**src/rtl/inst_fetch_ctrl_if.sv**
```systemverilog
// Fetch-side bus bundle: sram-like instruction request port plus the
// one-entry valid/ready buffer that feeds decode.
interface inst_fetch_ctrl_if;
  logic        inst_req;
  logic        inst_wr;
  logic [1:0]  inst_size;
  logic [31:0] inst_addr;
  logic        inst_addr_ok;
  logic        inst_data_ok;
  logic [31:0] inst_rdata;

  logic        if_valid;
  logic        if_ready;
  logic [31:0] if_pc;
  logic [31:0] if_inst;
  logic        if_adel;

  modport master (
    output inst_req, inst_wr, inst_size, inst_addr,
    input  inst_addr_ok, inst_data_ok, inst_rdata,
    output if_valid, if_pc, if_inst, if_adel,
    input  if_ready
  );

  modport slave (
    input  inst_req, inst_wr, inst_size, inst_addr,
    output inst_addr_ok, inst_data_ok, inst_rdata,
    input  if_valid, if_pc, if_inst, if_adel,
    output if_ready
  );
endinterface

```
**src/rtl/inst_fetch_ctrl.sv**
```systemverilog
// Instruction fetch controller: owns the next PC, applies delay-slot, eret and
// exception redirects, keeps one sram-like request in flight, buffers one instruction.
module inst_fetch_ctrl #(
  parameter logic [31:0] RESET_PC   = 32'hBFC0_0000,
  parameter logic [31:0] EXC_VECTOR = 32'hBFC0_0380
) (
  input  logic                clk,
  input  logic                resetn,
  input  logic [1:0]          pc_src,
  input  logic                redirect_en,
  input  logic [31:0]         branch_target,
  input  logic [31:0]         epc,
  input  logic [31:0]         dec_pcplus4,
  inst_fetch_ctrl_if.master   bus
);

  typedef enum logic [1:0] {S_RST, S_REQ, S_WAIT} state_t;

  state_t      state_q, state_d;
  logic [31:0] fetch_pc_q, fetch_pc_d;
  logic [31:0] issued_pc_q, issued_pc_d;
  logic [31:0] target_q, target_d;
  logic        discard_q, discard_d;
  logic        ds_pend_q, ds_pend_d;
  logic        buf_valid_q, buf_valid_d;
  logic [31:0] buf_pc_q, buf_pc_d;
  logic [31:0] buf_inst_q, buf_inst_d;
  logic        buf_adel_q, buf_adel_d;

  logic can_issue, aligned, req, hs, data_ret;
  logic take_exc, take_eret, take_br, flush;

  always_comb begin
    can_issue = !buf_valid_q || bus.if_ready;
    aligned   = (fetch_pc_q[1:0] == 2'b00);
    req       = (state_q == S_REQ) && can_issue && aligned;
    hs        = req && bus.inst_addr_ok;
    data_ret  = (state_q == S_WAIT) && bus.inst_data_ok;
    take_exc  = (pc_src == 2'd3);
    take_eret = redirect_en && (pc_src == 2'd2);
    take_br   = redirect_en && (pc_src == 2'd1);
    flush     = take_exc || take_eret;
  end

  always_comb begin
    state_d     = state_q;
    fetch_pc_d  = fetch_pc_q;
    issued_pc_d = issued_pc_q;
    target_d    = target_q;
    discard_d   = discard_q;
    ds_pend_d   = ds_pend_q;
    buf_valid_d = buf_valid_q;
    buf_pc_d    = buf_pc_q;
    buf_inst_d  = buf_inst_q;
    buf_adel_d  = buf_adel_q;

    case (state_q)
      S_RST:   state_d = S_REQ;
      S_REQ:   if (hs) state_d = S_WAIT;
      S_WAIT:  if (data_ret) state_d = S_REQ;
      default: state_d = S_RST;
    endcase

    // A pending delay slot redirects to the saved target as soon as the slot is accepted.
    if (hs) begin
      issued_pc_d = fetch_pc_q;
      if (ds_pend_q) begin
        fetch_pc_d = target_q;
        ds_pend_d  = 1'b0;
      end else begin
        fetch_pc_d = fetch_pc_q + 32'd4;
      end
    end

    if (buf_valid_q && bus.if_ready) buf_valid_d = 1'b0;

    if (data_ret) begin
      if (discard_q) begin
        discard_d = 1'b0;
      end else begin
        buf_valid_d = 1'b1;
        buf_pc_d    = issued_pc_q;
        buf_inst_d  = bus.inst_rdata;
        buf_adel_d  = 1'b0;
      end
    end

    if ((state_q == S_REQ) && can_issue && !aligned) begin
      buf_valid_d = 1'b1;
      buf_pc_d    = fetch_pc_q;
      buf_inst_d  = 32'd0;
      buf_adel_d  = 1'b1;
    end

    if (flush) begin
      buf_valid_d = 1'b0;
      ds_pend_d   = 1'b0;
      fetch_pc_d  = take_exc ? EXC_VECTOR : epc;
      // Whatever is (or just became) outstanding belongs to the flushed stream.
      discard_d   = hs || ((state_q == S_WAIT) && !bus.inst_data_ok);
    end else if (take_br) begin
      if (fetch_pc_q == dec_pcplus4) begin
        if (hs) begin
          fetch_pc_d = branch_target;
        end else begin
          ds_pend_d = 1'b1;
          target_d  = branch_target;
        end
      end else begin
        fetch_pc_d = branch_target;
        if (hs) discard_d = 1'b1;
      end
    end
  end

  always_ff @(posedge clk or negedge resetn) begin
    if (!resetn) begin
      state_q     <= S_RST;
      fetch_pc_q  <= RESET_PC;
      issued_pc_q <= 32'd0;
      target_q    <= 32'd0;
      discard_q   <= 1'b0;
      ds_pend_q   <= 1'b0;
      buf_valid_q <= 1'b0;
      buf_pc_q    <= 32'd0;
      buf_inst_q  <= 32'd0;
      buf_adel_q  <= 1'b0;
    end else begin
      state_q     <= state_d;
      fetch_pc_q  <= fetch_pc_d;
      issued_pc_q <= issued_pc_d;
      target_q    <= target_d;
      discard_q   <= discard_d;
      ds_pend_q   <= ds_pend_d;
      buf_valid_q <= buf_valid_d;
      buf_pc_q    <= buf_pc_d;
      buf_inst_q  <= buf_inst_d;
      buf_adel_q  <= buf_adel_d;
    end
  end

  assign bus.inst_req  = req;
  assign bus.inst_wr   = 1'b0;
  assign bus.inst_size = 2'b10;
  assign bus.inst_addr = fetch_pc_q;
  assign bus.if_valid  = buf_valid_q;
  assign bus.if_pc     = buf_pc_q;
  assign bus.if_inst   = buf_inst_q;
  assign bus.if_adel   = buf_adel_q;

endmodule

```
**src/flat_wrapper.sv**
```systemverilog
// flat-port wrapper written by rule: the top's interface ports become plain ports
module inst_fetch_ctrl_flat 
#(
  parameter logic [31:0] RESET_PC   = 32'hBFC0_0000,
  parameter logic [31:0] EXC_VECTOR = 32'hBFC0_0380
)
  (clk, resetn, pc_src, redirect_en, branch_target, epc, dec_pcplus4, bus_inst_req, bus_inst_wr, bus_inst_size, bus_inst_addr, bus_inst_addr_ok, bus_inst_data_ok, bus_inst_rdata, bus_if_valid, bus_if_pc, bus_if_inst, bus_if_adel, bus_if_ready);
  inst_fetch_ctrl_if bus_i ();
  input  logic clk;
  input  logic resetn;
  input  logic [1:0] pc_src;
  input  logic redirect_en;
  input  logic [31:0] branch_target;
  input  logic [31:0] epc;
  input  logic [31:0] dec_pcplus4;
  output wire logic [$bits(bus_i.inst_req)-1:0] bus_inst_req;
  output wire logic [$bits(bus_i.inst_wr)-1:0] bus_inst_wr;
  output wire logic [$bits(bus_i.inst_size)-1:0] bus_inst_size;
  output wire logic [$bits(bus_i.inst_addr)-1:0] bus_inst_addr;
  input wire logic [$bits(bus_i.inst_addr_ok)-1:0] bus_inst_addr_ok;
  input wire logic [$bits(bus_i.inst_data_ok)-1:0] bus_inst_data_ok;
  input wire logic [$bits(bus_i.inst_rdata)-1:0] bus_inst_rdata;
  output wire logic [$bits(bus_i.if_valid)-1:0] bus_if_valid;
  output wire logic [$bits(bus_i.if_pc)-1:0] bus_if_pc;
  output wire logic [$bits(bus_i.if_inst)-1:0] bus_if_inst;
  output wire logic [$bits(bus_i.if_adel)-1:0] bus_if_adel;
  input wire logic [$bits(bus_i.if_ready)-1:0] bus_if_ready;
  assign bus_inst_req = bus_i.inst_req;
  assign bus_inst_wr = bus_i.inst_wr;
  assign bus_inst_size = bus_i.inst_size;
  assign bus_inst_addr = bus_i.inst_addr;
  assign bus_i.inst_addr_ok = bus_inst_addr_ok;
  assign bus_i.inst_data_ok = bus_inst_data_ok;
  assign bus_i.inst_rdata = bus_inst_rdata;
  assign bus_if_valid = bus_i.if_valid;
  assign bus_if_pc = bus_i.if_pc;
  assign bus_if_inst = bus_i.if_inst;
  assign bus_if_adel = bus_i.if_adel;
  assign bus_i.if_ready = bus_if_ready;
  inst_fetch_ctrl #(.RESET_PC(RESET_PC), .EXC_VECTOR(EXC_VECTOR)) u_core (.clk(clk), .resetn(resetn), .pc_src(pc_src), .redirect_en(redirect_en), .branch_target(branch_target), .epc(epc), .dec_pcplus4(dec_pcplus4), .bus(bus_i));
endmodule
```
**config.mk**
```make
export PLATFORM = sky130hd
export DESIGN_NAME = inst_fetch_ctrl_flat
export DESIGN_NICKNAME = d
export VERILOG_FILES = /design/src/rtl/inst_fetch_ctrl_if.sv /design/src/rtl/inst_fetch_ctrl.sv /design/src/flat_wrapper.sv
export SDC_FILE = /design/constraint.sdc
export NUM_CORES = 1
export LEC_CHECK = 0
export BUFFER_PORTS_ARGS = -buffer_cell sky130_fd_sc_hd__buf_2
export CAP_MARGIN = 25
export CORE_MARGIN = 5
export CORE_UTILIZATION = 53
export DETAILED_ROUTE_END_ITERATION = 7
export GPL_TIMING_DRIVEN = 0
export MAX_ROUTING_LAYER = met4
export PLACE_DENSITY = 0.83
export SYNTH_ARGS = -nofsm -noshare
export SYNTH_HDL_FRONTEND = slang
export SYNTH_SLANG_ARGS = --single-unit
```
**constraint.sdc**
```tcl
create_clock -name clk -period 3.6 [get_ports clk]
set_input_delay 0.72 -clock clk [delete_from_list [all_inputs] [get_ports clk]]
set_output_delay 0.72 -clock clk [all_outputs]
set_load 0.005 [all_outputs]
```
==> Implementation_results.wiki <==
{| class="wikitable"
! Metric !! Value
|-
| Status || complete, no violations
|-
| Sequential group share of total power || 39.3%
|-
| Synth Area per Inst || between 9 and 10 sq um
|-
| Number of rows in the core area || 46
|-
| Layer carrying the most global-route usage || met2
|-
| Core Util, Final || 67.3%
|-
| Global-route track usage on met3 || around 6.5%
|-
| Antenna violations before repair || 0
|-
| Setup repair after global routing missed its margin || false
|-
| Final-report max-slew violation count || 0
|-
| Die Span Y || 137 microns
|-
| Global routing met1 resource utilization || 39.0%
|-
| H-tree depth || 4
|-
| Sinks on the clock net || 166
|-
| Highest attainable clock frequency || 0.292 GHz
|-
| Global-route wire length before repair || between 40 and 50 mm
|-
| Synth Flop Type || dfrtp_1
|-
| Number of setup violations in the final report || 0
|-
| Period minus WS final || 3.43 ns
|-
| Number of vias in the routed layout || 8319
|-
| Buffer count from post-CTS setup fixing || 0
|-
| Count of flip-flops with a built-in enable after synthesis || 0
|-
| CTS root buffer || clkbuf_16
|-
| Total internal power || 0.00438 W
|-
| Placed instance count || around 1400
|-
| Endpoints failing hold || 0
|-
| Number of violations of the max-capacitance limit || 0
|-
| Final routed DRC violation total || 0
|-
| Number of diodes || 0
|-
| Starting DRT DRC Count || between 900 and 1000
|-
| Non-filler instance count after layout || 1413
|-
| Final HPWL DP || roughly 21 mm
|-
| Startpoint Class || flip-flop
|-
| Max Buffers Root-to-Sink || 2
|-
| Leakage power || between 5 and 6 nW
|-
| Gate count after technology mapping || 930
|-
| Combinational fraction of design power || 32.5%
|-
| Arr. time, crit path || 3.74 ns
|-
| Reg-to-reg slack, setup || 0.17 ns
|-
| Cell area after synthesis || 8600 sq um
|-
| Worst supply voltage drop on vdd || 346 uV
|-
| Register bit total from synthesis || 166
|-
| PostCTS Resize Cnt || 0
|-
| Power Dens Cells || roughly 640 nW/um^2
|-
| Transition time at the pin with the least slew margin || 0.890 ns
|-
| Full die area || approximately 19000 sq um
|-
| NetSw || ~0.0024 W
|-
| Synthesis warning total || 0
|-
| Critical path fanouts, max || 10
|-
| Pre-Repair DR Iteration Count || 5
|-
| Required time at the worst-slack endpoint || approximately 3.9 ns
|-
| Clk pin slew, worst setup/hold paths || 0.07 ns
|-
| Port buffer count || 233
|-
| Total wire length || 28.5 mm
|-
| Largest net degree at the start of global routing || 95
|-
| Area after detailed placement || 10100 sq um
|-
| Worst relative slew slack || between 40% and 50%
|-
| Path class of the lowest-slack min-delay path || in2async
|-
| Wire per inst || 20.2 microns
|-
| Clock latency at the later pin of the worst-skew pair || between 0.4 and 0.5 ns
|-
| Chip width || 137 microns
|-
| Clock skew || 0.0115 ns
|-
| Count of hold buffers inserted by post-cts repair || 0
|-
| Count of nets left with antenna violations after detail routing || 0
|-
| Fin crit share || 95.1%
|-
| Final design instance area without fill || 10700 sq um
|-
| Final weighted congestion of routability-driven global placement || 0.946
|-
| Fraction of power consumed by the clock network || about 28%
|-
| Clock tree from TritonCTS || built
|-
| Global-route total usage across every layer || 30.9%
|-
| Count of boundary I/O pins || 238
|-
| Total overflow reported by the global router || 0
|-
| Category of the critical setup timing path || reg2reg
|-
| Post-synthesis sequential area ratio || 48.5%
|-
| Net switching fraction of the power || 35.6%
|-
| Layout cell share with drive strength beyond 1 || 26.9%
|-
| Crit end category || flip-flop
|-
| Floorplan Core Area || between 15000 and 20000 sq um
|-
| Met2 usage in global routing || 48.6%
|-
| Initial Util || a little over half
|-
| TritonCTS buffer count || 17
|-
| Post-layout net count || 1321
|-
| Worst r2r path cells || 7
|-
| Post-route worst hold slack || 0.245 ns
|-
| Routed via count divided by cell count || around 6
|-
| Number of global-route vias before repair || 8123
|-
| Share of flip-flops with an asynchronous set or reset after synthesis || 100%
|-
| Count of distinct cell types in the synthesized netlist || 57
|-
| Synth-to-layout area growth || 24.4%
|}
## routing by layer
metal  vias up  share of wire, %
met5         -                 0
met4         0               3.2
met3        69                10
met2       512                47
met1      3990                39
li1       3748                 -
## kinds of logic (layout without fill, tap and decap cells)
| family | Yosys count | after routing | share of synthesized area, % |
|---|---|---|---|
| multiplexers | 70 | 70 | 8.62 |
| buffers and inverters | 91 | 357 | 4.70 |
| XOR/XNOR | 45 | 45 | 4.58 |
| flip-flops | 166 | 166 | 48.5 |
| other | 2 | 3 | 0.0874 |
| AND/OR/NAND/NOR | 357 | 357 | 18.9 |
| AO/OA/AOI/OAI | 198 | 198 | 14.5 |
| adder cells (fa/ha/maj) | 1 | 1 | 0.146 |
## final cells by class
class                   count  area, sq um
plain buffers              86          385
well taps                 216          270
inverters                   5         18.8
clock inverters            10          145
fillers                  1314         5190
multi-input cells         674         4030
repair buffers            234         1200
flip-flops and latches    166         4170
clock buffers              22          474
## worst paths after layout
check / startpoint / to
max in group asynchronous: resetn / asynchronous set/reset pin
min in group clk: u_core.bus.if_adel / u_core.bus.if_adel
worst min register to register: u_core.bus.if_adel / u_core.bus.if_adel
worst min-delay path: resetn / u_core.bus.if_inst[22]
worst max register to register: flip-flop / flip-flop
worst max-delay path: flip-flop / flip-flop
## stage by stage
stage / worst slack, ns / setup TNS (ns) / total power (W)
final: 0.175 / 0 / 0.00681
after global routing: 0.0343 / 0 / 0.00716
after CTS: 0.262 / 0 / 0.00680
after detailed placement: 0.286 / 0 / 0.00489
after global placement: -0.761 / -117.98 / 0.00480
after floorplan: 1.01 / 0 / 0.00390
## placed cells by master, fill, tap and decap left out, types with 11 or more instances in the layout
| cell type | n |
|---|---|
| a32oi_1 | 13 |
| buf_2 | 237 |
| dfrtp_1 | 157 |
| mux2_2 | 23 |
| xnor2_1 | 36 |
| a21oi_1 | 48 |
| nor3_1 | 21 |
| o21ai_0 | 58 |
| nand2_1 | 221 |
| nand3_1 | 19 |
| nand4_1 | 18 |
| buf_4 | 11 |
| nor2_1 | 25 |
| a31oi_1 | 14 |
| nand2b_1 | 13 |
| a22oi_1 | 11 |
| mux2i_1 | 38 |
| clkbuf_16 | 17 |
| clkbuf_1 | 66 |
## worst max-delay path, stage by stage (launching register included)
cell      delay [ns]
dfstp_2         0.52
clkbuf_1        0.47
xnor2_1         0.22
nand4_1         0.18
nor4_2          0.60
a21oi_1         0.42
o21ai_1         0.68
o21ai_0         0.21
## power by group through the flow
stage	Clock (W)	Combinational (W)	Sequential, W
floorplan	0	0.00124	0.00266
global placement	0	0.00212	0.00268
detailed placement	0	0.00219	0.00270
CTS	0.00193	0.00220	0.00267
global route	0.00200	0.00245	0.00272
finish	0.00192	0.00221	0.00267
## synth_stat cells (7+ instances only)
library cell / number / area share [%]
o21ai_0: 58 / 3.4
clkbuf_1: 64 / 2.8
buf_4: 11 / 0.96
mux2i_1: 38 / 4.4
mux2_1: 9 / 1.2
nand2b_1: 13 / 0.95
nand3_1: 19 / 1.1
nor3_1: 21 / 1.2
nor2_1: 25 / 1.1
dfstp_2: 9 / 2.8
nand2_1: 221 / 9.6
xor2_1: 9 / 0.92
a41oi_1: 8 / 0.82
a21o_1: 7 / 0.61
a21oi_1: 48 / 2.8
mux2_2: 23 / 3.0
a32oi_1: 13 / 1.3
o211ai_1: 7 / 0.61
xnor2_1: 36 / 3.7
nand4_1: 18 / 1.3
a22oi_1: 11 / 0.96
a31oi_1: 14 / 1.0
dfrtp_1: 157 / 46
o21ai_1: 8 / 0.47
No activity file was read; power rests on OpenSTA's default activity.
